$ cat config.mk
export PLATFORM = sky130hd
export DESIGN_NAME = reg_op_sequencer
export DESIGN_NICKNAME = d
export VERILOG_FILES = /design/src/rtl/reg_op_sequencer_pkg.sv /design/src/rtl/reg_op_sequencer_seq_alu.sv /design/src/rtl/reg_op_sequencer.sv
export SDC_FILE = /design/constraint.sdc
export NUM_CORES = 1
export LEC_CHECK = 0
export ABC_AREA = 1
export CAP_MARGIN = 20
export CORE_MARGIN = 5
export CORE_UTILIZATION = 56
export CTS_CLUSTER_DIAMETER = 120
export DETAILED_ROUTE_END_ITERATION = 10
export PLACE_DENSITY = 0.8
export SLEW_MARGIN = 20
export SYNTH_ARGS = -nofsm -noshare
export SYNTH_HDL_FRONTEND = slang
export SYNTH_SLANG_ARGS = --single-unit
export TNS_END_PERCENT = 1
$ cat constraint.sdc
create_clock -name clk -period 4.34 [get_ports clk]
set_input_delay 0.868 -clock clk [delete_from_list [all_inputs] [get_ports clk]]
set_output_delay 0.868 -clock clk [all_outputs]
set_load 0.02 [all_outputs]
$ cat src/rtl/reg_op_sequencer_pkg.sv
// Shared types for the register operand sequencer.
// Optional flags/CMP support is enabled by defining SEQ_FLAGS_EN.
package reg_op_sequencer_pkg;

  localparam int SEQ_DATA_W = 16;
  localparam int SEQ_ADDR_W = 3;

  localparam int OP_LSB = 12;
  localparam int RD_LSB = 9;
  localparam int RS_LSB = 6;
  localparam int RT_LSB = 3;
  localparam int IMM_W  = 9;

  typedef enum logic [3:0] {
    OP_NOP = 4'd0,
    OP_ADD = 4'd1,
    OP_SUB = 4'd2,
    OP_AND = 4'd3,
    OP_OR  = 4'd4,
    OP_MOV = 4'd5,
    OP_LDI = 4'd6,
    OP_CMP = 4'd7
  } opcode_e;

  typedef enum logic [2:0] {
    S_IDLE,
    S_RD_A,
    S_RD_B,
    S_EXEC,
    S_WB
  } state_e;

  // Undefined opcodes collapse to NOP; CMP only exists with flags.
  function automatic opcode_e decode_op(logic [3:0] raw);
    if (raw > 4'd7) return OP_NOP;
`ifndef SEQ_FLAGS_EN
    if (raw == 4'd7) return OP_NOP;
`endif
    return opcode_e'(raw);
  endfunction

  function automatic logic reads_a(opcode_e op);
    return op inside {OP_ADD, OP_SUB, OP_AND,
                      OP_OR, OP_MOV, OP_CMP};
  endfunction

  function automatic logic reads_b(opcode_e op);
    return op inside {OP_ADD, OP_SUB, OP_AND,
                      OP_OR, OP_CMP};
  endfunction

  function automatic logic writes_rf(opcode_e op);
    return op inside {OP_ADD, OP_SUB, OP_AND,
                      OP_OR, OP_MOV, OP_LDI};
  endfunction

  function automatic logic sets_flags(opcode_e op);
    return op inside {OP_ADD, OP_SUB, OP_CMP};
  endfunction

endpackage

$ cat src/rtl/reg_op_sequencer_seq_alu.sv
// Combinational ALU for the operand sequencer.
// carry is carry-out for ADD and borrow for SUB/CMP.
module seq_alu
  import reg_op_sequencer_pkg::*;
#(
  parameter int DATA_W = SEQ_DATA_W
) (
  input  opcode_e           op,
  input  logic [DATA_W-1:0] a,
  input  logic [DATA_W-1:0] b,
  output logic [DATA_W-1:0] result,
  output logic              carry
);

  always_comb begin
    result = '0;
    carry  = 1'b0;
    unique case (op)
      OP_ADD: {carry, result} = {1'b0, a} + {1'b0, b};
      OP_SUB,
      OP_CMP: begin
        result = a - b;
        carry  = (a < b);
      end
      OP_AND: result = a & b;
      OP_OR:  result = a | b;
      OP_MOV: result = a;
      OP_LDI: result = b;
      default: ;
    endcase
  end

endmodule

$ cat src/rtl/reg_op_sequencer.sv
// Multi-cycle operand sequencer in front of the 8x16 register bank.
// Define SEQ_FLAGS_EN to build the {C,N,Z} flags register and CMP.
module reg_op_sequencer
  import reg_op_sequencer_pkg::*;
#(
  parameter int DATA_W = SEQ_DATA_W,
  parameter int ADDR_W = SEQ_ADDR_W
) (
  input  logic              clk,
  input  logic              rst,
  input  logic              instr_valid,
  output logic              instr_ready,
  input  logic [15:0]       instr,
  input  logic [DATA_W-1:0] rf_rdata,
  output logic [ADDR_W-1:0] rf_rsel,
  output logic [ADDR_W-1:0] rf_wsel,
  output logic              rf_we,
  output logic [DATA_W-1:0] rf_wdata,
  output logic              busy,
  output logic              done,
  output logic [2:0]        flags
);

  state_e            state_q;
  state_e            state_d;
  logic [15:0]       instr_q;
  logic [DATA_W-1:0] a_q;
  logic [DATA_W-1:0] b_q;
  logic [DATA_W-1:0] r_q;
  logic [ADDR_W-1:0] rsel_q;
  opcode_e           op_in;
  opcode_e           op;
  logic [DATA_W-1:0] imm_ext;
  logic [DATA_W-1:0] alu_b;
  logic [DATA_W-1:0] alu_result;
  logic              alu_carry;
  logic [2:0]        instr_unused;

  assign op_in   = decode_op(instr[OP_LSB +: 4]);
  assign op      = decode_op(instr_q[OP_LSB +: 4]);
  assign imm_ext = {{(DATA_W-IMM_W){instr_q[IMM_W-1]}},
                    instr_q[IMM_W-1:0]};
  assign alu_b   = (op == OP_LDI) ? imm_ext : b_q;
  assign instr_unused = instr_q[2:0];

  always_ff @(posedge clk or posedge rst) begin
    if (rst) state_q <= S_IDLE;
    else     state_q <= state_d;
  end

  always_comb begin
    state_d = state_q;
    unique case (state_q)
      S_IDLE: begin
        if (instr_valid) begin
          unique case (1'b1)
            reads_a(op_in): state_d = S_RD_A;
            default:        state_d = S_EXEC;
          endcase
        end
      end
      S_RD_A: begin
        unique case (1'b1)
          reads_b(op): state_d = S_RD_B;
          default:     state_d = S_EXEC;
        endcase
      end
      S_RD_B: state_d = S_EXEC;
      S_EXEC: state_d = S_WB;
      S_WB:   state_d = S_IDLE;
      default: state_d = S_IDLE;
    endcase
  end

  always_comb begin
    instr_ready = 1'b0;
    busy        = 1'b1;
    done        = 1'b0;
    rf_we       = 1'b0;
    rf_rsel     = rsel_q;
    unique case (state_q)
      S_IDLE: begin
        instr_ready = 1'b1;
        busy        = 1'b0;
      end
      S_RD_A: rf_rsel = instr_q[RS_LSB +: ADDR_W];
      S_RD_B: rf_rsel = instr_q[RT_LSB +: ADDR_W];
      S_WB: begin
        done  = 1'b1;
        rf_we = writes_rf(op);
      end
      default: ;
    endcase
  end

  assign rf_wsel  = instr_q[RD_LSB +: ADDR_W];
  assign rf_wdata = r_q;

  always_ff @(posedge clk or posedge rst) begin
    if (rst) begin
      instr_q <= '0;
      a_q     <= '0;
      b_q     <= '0;
      r_q     <= '0;
      rsel_q  <= '0;
    end else begin
      rsel_q <= rf_rsel;
      if (state_q == S_IDLE && instr_valid)
        instr_q <= instr;
      if (state_q == S_RD_A) a_q <= rf_rdata;
      if (state_q == S_RD_B) b_q <= rf_rdata;
      if (state_q == S_EXEC) r_q <= alu_result;
    end
  end

  seq_alu #(
    .DATA_W (DATA_W)
  ) u_alu (
    .op     (op),
    .a      (a_q),
    .b      (alu_b),
    .result (alu_result),
    .carry  (alu_carry)
  );

`ifdef SEQ_FLAGS_EN
  logic [2:0] flags_q;

  always_ff @(posedge clk or posedge rst) begin
    if (rst) begin
      flags_q <= '0;
    end else if (state_q == S_EXEC && sets_flags(op)) begin
      flags_q <= {alu_carry,
                  alu_result[DATA_W-1],
                  alu_result == '0};
    end
  end

  assign flags = flags_q;
`else
  logic alu_unused;

  assign alu_unused = alu_carry;
  assign flags      = 3'b000;
`endif

endmodule

==> impl_metrics.toml, run 1 <==
[die]
dieArea_mm2 = 0.0101
die_height_um = 100
rows = 33
pin_count = 64
start_util = 0.564
die-width_um = 100
core_mm2 = 0.00809

[final_layout]
layout_commonest_cell = "nand2_1"
synthToLayoutAreaGrowth_pct = 19.7
fin_nets = 744
layout_common_cells = "184 x nand2_1, 81 x inv_1, 70 x dfrtp_1"
multi_input_area_mm2 = 0.00239
regArea_mm2 = 0.00175
antenna_cells = 0
n_fill_cell = 704
drive_gt1_frac = 0.0758

[clock_network]
cts_tree = "yes"
post_cts_buffers = 0
clock_sinks = 70
clkLatencyLatePin_ns = 0.35
numCtsBuffers = 9
root_buffer = "clkbuf_8"
clk_pin_slew_worst_paths_ns = 0.08
cts_hold_buffers = 0
h-tree-depth = 3
clockBufferDepth = 2
cts_resized = 0

[route]
routed_via_density = 5.41
first_pass_iters = 6
drt_first_iter_violations = 340
drt_wl_total_mm = 11.6
routedWlPerCell_um = 14.4
ant_nets = 0
route.detailed.drc = 0
vias = 4353

[logic_synthesis]
ys_types = 41
ys_warn_count = 0
yosysTopAreaCellShare = 0.383
synth_area_per_cell_um2 = 7.17
synthArstFlopShare = 1.00
synth_area_mm2 = 0.00457
ys_seq_area_frac = 0.383
ys_ff_latch = 70
postSynthCellCount = 637
yosys.area.top_type = "dfrtp_1"
synth_edf_count = 0
synth_flop_cell = "dfrtp_1"
ys_top_cells_by_area = "dfrtp_1 38%, nand2_1 15%, o21ai_0 7.2%"

[run]
maxCapViolCount = 0

[power]
finalPower_uw = 4960
ir_drop_mv = 0.416
leakage_uw = 0.00282
powerDensity_mw_per_mm2 = 906

[sta]
final-setup-viol-count = 0
min_period_over_period = 0.889
fin_skew_ns = 0.0123
final-hold-violation-count = 0
worstMarginPinSlew_ns = 1.11
fmax_ghz = 0.259
slew_headroom = 0.260
fin_tns_setup_ns = 0
finalCriticalPeriod_ns = 3.86
drv_slew = 0
rsz0062_at_grt = "false"

[placement]
gp_congestion = 0.940
hpwl_mm = 8.81
portBuffers = 60

[worst_setup_path]
critPathKind = "flip-flop to primary output"
path_max_fanout = 8
endpoint_kind = "primary output"
reg2reg_depth = 20
cp.required_ns = 3.47
cp-start-kind = "flip-flop"
cp.arrival_ns = 2.99

[grt]
antenna_found_initial = 0
grt_first_pass_wirelength_mm = 18.8
grt_pass1_vias = 3973
overflow = 0
grt_start_max_net_pins = 39
grt_usage = 0.235

[worst_hold_path]
whs_path_depth = 2
hold_path_class = "flip-flop to flip-flop"

[status]
outcome = "finished, final reports clean"
==> cell families (layout without fill, tap and decap cells) <==
logic type | count (synthesis) | after routing | synth area share
AOI/OAI and AO/OA | 132 | 132 | 0.162
muxes | 4 | 4 | 0.00986
other | 1 | 3 | 0.000821
xor gates and xnor gates | 14 | 14 | 0.0268
and+or+nand+nor | 295 | 295 | 0.279
DFF | 70 | 70 | 0.383
adders and majority gates | 15 | 15 | 0.0427
buffers and inverters | 106 | 166 | 0.0956
==> worst max-delay path, cell delays in order (launching register included) <==
cell and delay [ns]:
dfrtp_1 0.43, inv_1 0.09, nand2_1 0.07, nor2_1 0.49, inv_1 0.33, nor2_1 0.16, inv_1 0.13, a311oi_1 0.28
clkdlybuf4s50_1 0.66
==> power by group <==
part	internal (uW)	leakage (uW)	switching, uW
Clock	384	0.000120	265
Sequential	963	0.000864	251
Combinational	1130	0.00184	1960
Total	2480	0.00282	2480
==> layout make-up <==
type,instances,area share
multi-input combinational,463,0.437
sequential,70,0.320
timing repair buffer,64,0.115
inverter,86,0.0590
tap,105,0.0240
clock buffer,9,0.0227
clock inverter,7,0.0220
==> final timing paths <==
kind / startpoint / to / slack (ns)
min reg2reg: rf_wdata[9] / rf_wdata[9] / 0.48
min in group asynchronous: rst / a_q[11] / 0.93
max reg2reg: instr_q[12] / rf_wdata[10] / 0.70
min: rf_wdata[9] / rf_wdata[9] / 0.48
max in group asynchronous: rst / instr_q[2] / 2.47
max: instr_q[15] / rf_we / 0.48
==> synthesized netlist by cell type (2+ instances only) <==
library cell	count
a21boi_0	6
a21oi_1	39
a221oi_1	2
a22oi_1	2
a31oi_1	2
buf_4	6
buf_6	2
clkbuf_1	11
clkinv_1	2
dfrtp_1	70
ha_1	14
inv_1	82
inv_2	2
mux2_2	4
nand2_1	184
nand2_2	5
nand2_4	3
nand3_1	31
nand3_2	2
nand4_1	5
nor2_1	46
nor2_2	6
nor2_4	4
nor3_1	3
o2111ai_1	3
o21ai_0	66
o21bai_1	2
o221ai_1	4
o31ai_1	2
or2_2	4
xor2_1	13
==> per-layer routing <==
metal / global-route usage / vias to the layer above / part of all wire
li1: - / 2162 / -
met1: 0.352 / 1999 / 0.46
met2: 0.345 / 174 / 0.44
met3: 0.0354 / 18 / 0.082
met4: 0.0829 / 0 / 0.016
met5: 0 / - / 0
==> through the flow <==
stage	hold slack (ns)	area, um^2	worst slack [ns]	utilization	cells
finish	0.480	5470	0.482	0.676	804
global route	0.502	5470	0.300	0.676	804
CTS	0.484	5470	0.530	0.676	804
detailed placement	0.466	5220	0.869	0.645	788
global placement	0.462	5220	0.935	0.645	788
floorplan	0.453	4580	1.31	-	639
==> flip-flops by register name, indices dropped and copies added, names as in the netlist <==
signal,cells
a_q,16
b_q,16
instr_q,16
rf_wdata,16
rsel_q,3
state_q,3
Power figures use the tool's default switching activity.
==> inputs of run 2 (changes only) <==
Clock period 4.34 ns to 3.8 ns, I/O delays scaled along.
==> run 2 against run 1 <==
Net effect: critical path depth up 10; clock skew up 0.0052 ns; hold slack better by 0.00093 ns; via count about the same; core utilization up 0.42 points; combinational power up 16%; die area unchanged; clock power up 9.2%; wire length up 3.0%.
==> impl_metrics.toml, run 2 (synthesis results as in run 1) <==
[grt]
antenna_found_initial = 0
use_met3 = 0.0382
grt_usage = 0.250
grt_start_max_net_pins = 43
top_usage_layer = "met2"
grt_pass1_vias = 4207
grt_use_met2 = 0.377
overflow = 0
grt_util_met1 = 0.374
grt_first_pass_wirelength_mm = 20.2

[final_layout]
fin_nets = 748
multi_input_area_mm2 = 0.00239
layout_commonest_cell = "nand2_1"
antenna_cells = 0
layout_common_cells = "184 x nand2_1, 81 x inv_1, 69 x dfrtp_1"
drive_gt1_frac = 0.0825
regArea_mm2 = 0.00175
n_fill_cell = 724
synthToLayoutAreaGrowth_pct = 20.4

[placement]
post-place-ws_ns = 0.440
gp_congestion = 0.936
portBuffers = 60
hpwl_mm = 9.15

[die]
rows = 33
die-width_um = 100
pin_count = 64
dieArea_mm2 = 0.0101
start_util = 0.564
die_height_um = 100
core_mm2 = 0.00809

[clock_network]
root_buffer = "clkbuf_8"
clockBufferDepth = 2
clk_pin_slew_worst_paths_ns = 0.09
cts_tree = "yes"
clock_sinks = 70
clkLatencyLatePin_ns = 0.36
numCtsBuffers = 9
cts_hold_buffers = 0
h-tree-depth = 3

[worst_hold_path]
whs_path_depth = 2
hold_path_class = "flip-flop to flip-flop"
whs_endpoint = "rf_wdata[2]"
hold_start = "rf_wdata[2]"

[power]
ir_drop_mv = 0.412
leakage_uw = 0.00284
powerDensity_mw_per_mm2 = 1030
finalPower_uw = 5660

[worst_setup_path]
r2r_setup_slack_ns = 0.36
cp-start-kind = "flip-flop"
cp.arrival_ns = 3.69
cp.required_ns = 4.05
critPathMaxStageDelay_ns = 0.44
endpoint_kind = "flip-flop"
worst_r2r_endpoint = "rf_wdata[10]"
r2r_start = "instr_q[15]"
critPathKind = "flip-flop to flip-flop"
cp_slowest_cell = "dfrtp_1"
cpMostUsedCell = "nand2_1"
critical_path.cell_chain = "nor2_2, inv_1, nor2_1, a21oi_1, a22oi_1, inv_1, fa_1, inv_1, nand3_1, nand2_1, a21boi_0, o21ai_0, a21oi_1, or2_2, nand3_1, nand2_1, nand2_1, nand2_1"
path_max_fanout = 8
reg2reg_depth = 18

[sta]
worstMarginPinSlew_ns = 0.981
fmax_ghz = 0.291
fin_skew_ns = 0.0175
slew_headroom = 0.342
worst_hold_slack_ns = 0.481
fin_tns_setup_ns = 0
finalCriticalPeriod_ns = 3.44
final-setup-viol-count = 0
min_period_over_period = 0.905
final-hold-violation-count = 0
drv_slew = 0
finalWorstSetupSlack_ns = 0.360
rsz0062_at_grt = "false"

[route]
vias = 4355
route.detailed.drc = 0
routedWlPerCell_um = 14.8
drt_wl_total_mm = 11.9
first_pass_iters = 5
routed_via_density = 5.39
ant_nets = 0
drt_first_iter_violations = 361

[run]
maxCapViolCount = 0

[status]
outcome = "finished, final reports clean"
==> run 2: cell types whose count changed in the layout (fill, tap and decap cells not counted), sizes merged <==
cell and change:
inv +2, buf +4, bufinv -1, clkinv -1
==> run 2: how the worst max path moves through the flow <==
stage / slack (ns) / from / cells after the start / to
floorplan: 0.77 / instr_q[15] / 18 / rf_wdata[10]
global placement: 0.46 / instr_q[15] / 23 / rf_wdata[15]
detailed placement: 0.44 / instr_q[13] / 23 / rf_wdata[15]
CTS: 0.41 / instr_q[12] / 22 / rf_wdata[15]
global route: 0.007 / instr_q[12] / 25 / rf_wdata[15]
finish: 0.36 / instr_q[15] / 18 / rf_wdata[10]
==> run 2: report_power, final <==
group,total (uW),internal [uW],switching (uW)
combinational,3570,1310,2260
clock,709,380,329
sequential,1380,1100,283
==> run 2: worst max-delay path, delay by kind of cell, from the launching register on <==
| kind | cells | cell delay, ns |
|---|---|---|
| flip-flops | 1 | 0.44 |
| AND/OR/NAND/NOR | 9 | 1.34 |
| AO/OA/AOI/OAI | 5 | 0.86 |
| buffers and inverters | 3 | 0.30 |
| adder cells (fa/ha/maj) | 1 | 0.41 |
==> run 2: final cells by class <==
type                       count  share of cell area
inverter                      86              0.0587
clock buffer                   9              0.0225
sequential                    70               0.319
timing repair buffer          68               0.122
tap                          105              0.0239
clock inverter                 7              0.0191
multi-input combinational    463               0.435
==> run 2: stage by stage <==
step	util	cell area (um^2)	std cells
2_1_floorplan	-	4580	639
3_3_place_gp	0.651	5270	792
3_5_place_dp	0.651	5270	792
4_1_cts	0.679	5500	808
5_1_grt	0.680	5500	808
6_report	0.680	5500	808
==> run 2: repair_timing <==
action / 4_1_cts / 5_1_grt
resized for setup: 0 / 3
setup endpoints to repair: 0 / 2
buffers inserted: 0 / 0
==> run 2: metal layers <==
layer / vias to the layer above / wire length (um) / share of wire
met5: - / 0 / 0
met4: 0 / 186 / 0.016
met3: 19 / 892 / 0.075
met2: 181 / 5220 / 0.44
met1: 1988 / 5630 / 0.47
li1: 2167 / - / -
==> inputs of run 3 (changes only) <==
Settings changed: CORE_UTILIZATION 56 to 58, HOLD_SLACK_MARGIN set to 0.03, PLACE_DENSITY 0.8 to 0.81, SYNTH_HIERARCHICAL set to 1.
==> run 3 against run 2 <==
Net effect: via count rose by 31%; synthesized cell count increased by 37%; critical path type is now flip-flop to primary output; cell count rose by 31%; synthesized area rose by 25%; clock-buffer cell count increased by 1; worst setup slack better by 0.34 ns; highest routed layer unchanged; sequential share of layout area is 5.1 points lower; first-iteration DRC count increased by 24%; register-to-register slack improved by 0.41 ns; power increased by 16%.
==> impl_metrics.toml, run 3 <==
[grt]
grt_first_pass_wirelength_mm = 25.6
grt_start_max_net_pins = 35
grt_pass1_vias = 5470
grt_usage = 0.270
overflow = 0
antenna_found_initial = 0

[sta]
fin_tns_setup_ns = 0
fmax_ghz = 0.323
finalCriticalPeriod_ns = 3.10
min_period_over_period = 0.815
final-setup-viol-count = 0
fin_skew_ns = 0.0120
final-hold-violation-count = 0
drv_slew = 0
slew_headroom = 0.568
worstMarginPinSlew_ns = 0.646
rsz0062_at_grt = "false"

[placement]
portBuffers = 60
placedCellCount = 1045
gp_congestion = 0.983
hpwl_mm = 12.2

[route]
routed_via_density = 5.39
drt_first_iter_violations = 446
drt_wl_total_mm = 15.5
first_pass_iters = 6
ant_nets = 0
routedWlPerCell_um = 14.6
vias = 5716
route.detailed.drc = 0

[logic_synthesis]
ys_warn_count = 6
synth_area_mm2 = 0.00573
postSynthCellCount = 875
synth_area_per_cell_um2 = 6.55

[power]
clkPwrFrac = 0.097
power_frac_seq = 0.212
combPwrFrac = 0.691
powerDensity_mw_per_mm2 = 998
leakage_uw = 0.00362
switching_power_uw = 3590
internal_power_uw = 2950
ir_drop_mv = 0.525
swShare = 0.548

[worst_setup_path]
critPathKind = "flip-flop to primary output"
cp.required_ns = 3.04
reg2reg_depth = 15
endpoint = "rf_rsel[1]"
cp.arrival_ns = 2.34
r2r_setup_slack_ns = 0.77
endpoint_kind = "primary output"
startpoint = "state_q[1]"
path_max_fanout = 27
cp-start-kind = "flip-flop"
r2r_start = "instr_q[15]"
worst_r2r_endpoint = "rf_wdata[14]"

[clock_network]
cts_resized = 0
h-tree-depth = 3
root_buffer = "clkbuf_8"
post_cts_buffers = 0
clk_pin_slew_worst_paths_ns = 0.08
clockBufferDepth = 2
numCtsBuffers = 9
clock_sinks = 70
clkLatencyLatePin_ns = 0.35
cts_hold_buffers = 0
cts_tree = "yes"

[final_layout]
antenna_cells = 0
synthToLayoutAreaGrowth_pct = 14.3
fin_nets = 1007
layout_common_cells = "307 x nand2_1, 133 x inv_1, 79 x nand3_1"
stdcell_count = 1060
drive_gt1_frac = 0.0485
layout_commonest_cell = "nand2_1"

[worst_hold_path]
hold_path_class = "flip-flop to flip-flop"

[status]
outcome = "finished, final reports clean"

[die]
core_mm2 = 0.00968
rows = 36
die-width_um = 109
dieArea_mm2 = 0.0120
pin_count = 64
die_height_um = 109
start_util = 0.592

[run]
maxCapViolCount = 0
-- run 3: cell types whose count changed in the layout (fill, tap and decap cells not counted), moves of 23 or more --
cell,previous run,this run
o22ai_1,0,26
nand3_1,31,79
ha_1,14,47
o21ai_0,66,43
inv_1,81,133
nand2_1,184,307
-- run 3: worst min path at each step --
stage / start / to / slack (ns) / cells after the start
global placement: instr_q[10] / instr_q[10] / 0.45 / 2
floorplan: instr_q[0] / instr_q[0] / 0.44 / 2
finish: instr_q[11] / instr_q[11] / 0.47 / 2
CTS: instr_q[11] / instr_q[11] / 0.48 / 2
global route: instr_q[10] / instr_q[10] / 0.51 / 2
detailed placement: instr_q[11] / instr_q[11] / 0.46 / 2
-- run 3: area by class of cell --
class / instances / area [um^2]
multi-input combinational: 633 / 3260
timing repair buffer: 65 / 638
clock buffer: 10 / 138
fill: 903 / 3130
clock inverter: 5 / 60.1
tap: 133 / 166
inverter: 144 / 541
sequential: 70 / 1750
-- run 3: power groups by stage --
stage | clock network [uW] | logic [uW] | registers, uW
final | 635 | 4520 | 1390
after global routing | 671 | 5120 | 1430
after CTS | 647 | 4470 | 1380
after detailed placement | 0 | 4440 | 1390
after global placement | 0 | 4350 | 1370
after floorplan | 0 | 3300 | 1400
-- run 3: worst max-delay path, cell delays in order (launching register included) --
cell and delay (ns):
dfrtp_1 0.44, nor2_1 0.17, nand2_1 0.19, buf_4 0.27, inv_1 0.11, nand2_1 0.06
nand3_1 0.11, clkdlybuf4s50_1 0.62
-- run 3: metal layers --
layer,up-vias,global-route usage,part of all wire
met1,2646,0.383,0.46
met2,221,0.420,0.44
met4,0,0.105,0.020
met3,26,0.0346,0.076
li1,2823,-,-
met5,-,0,0
-- run 3: metrics by stage --
stage          worst slack, ns  hold slack, ns  utilization  power [uW]  cell area, um^2
2_1_floorplan             1.27           0.442            -        4700             5750
3_3_place_gp             0.873           0.454        0.656        5720             6350
3_5_place_dp             0.788           0.459        0.656        5830             6350
4_1_cts                  0.739           0.479        0.676        6500             6550
5_1_grt                  0.423           0.508        0.676        7220             6550
6_report                 0.705           0.474        0.676        6540             6550
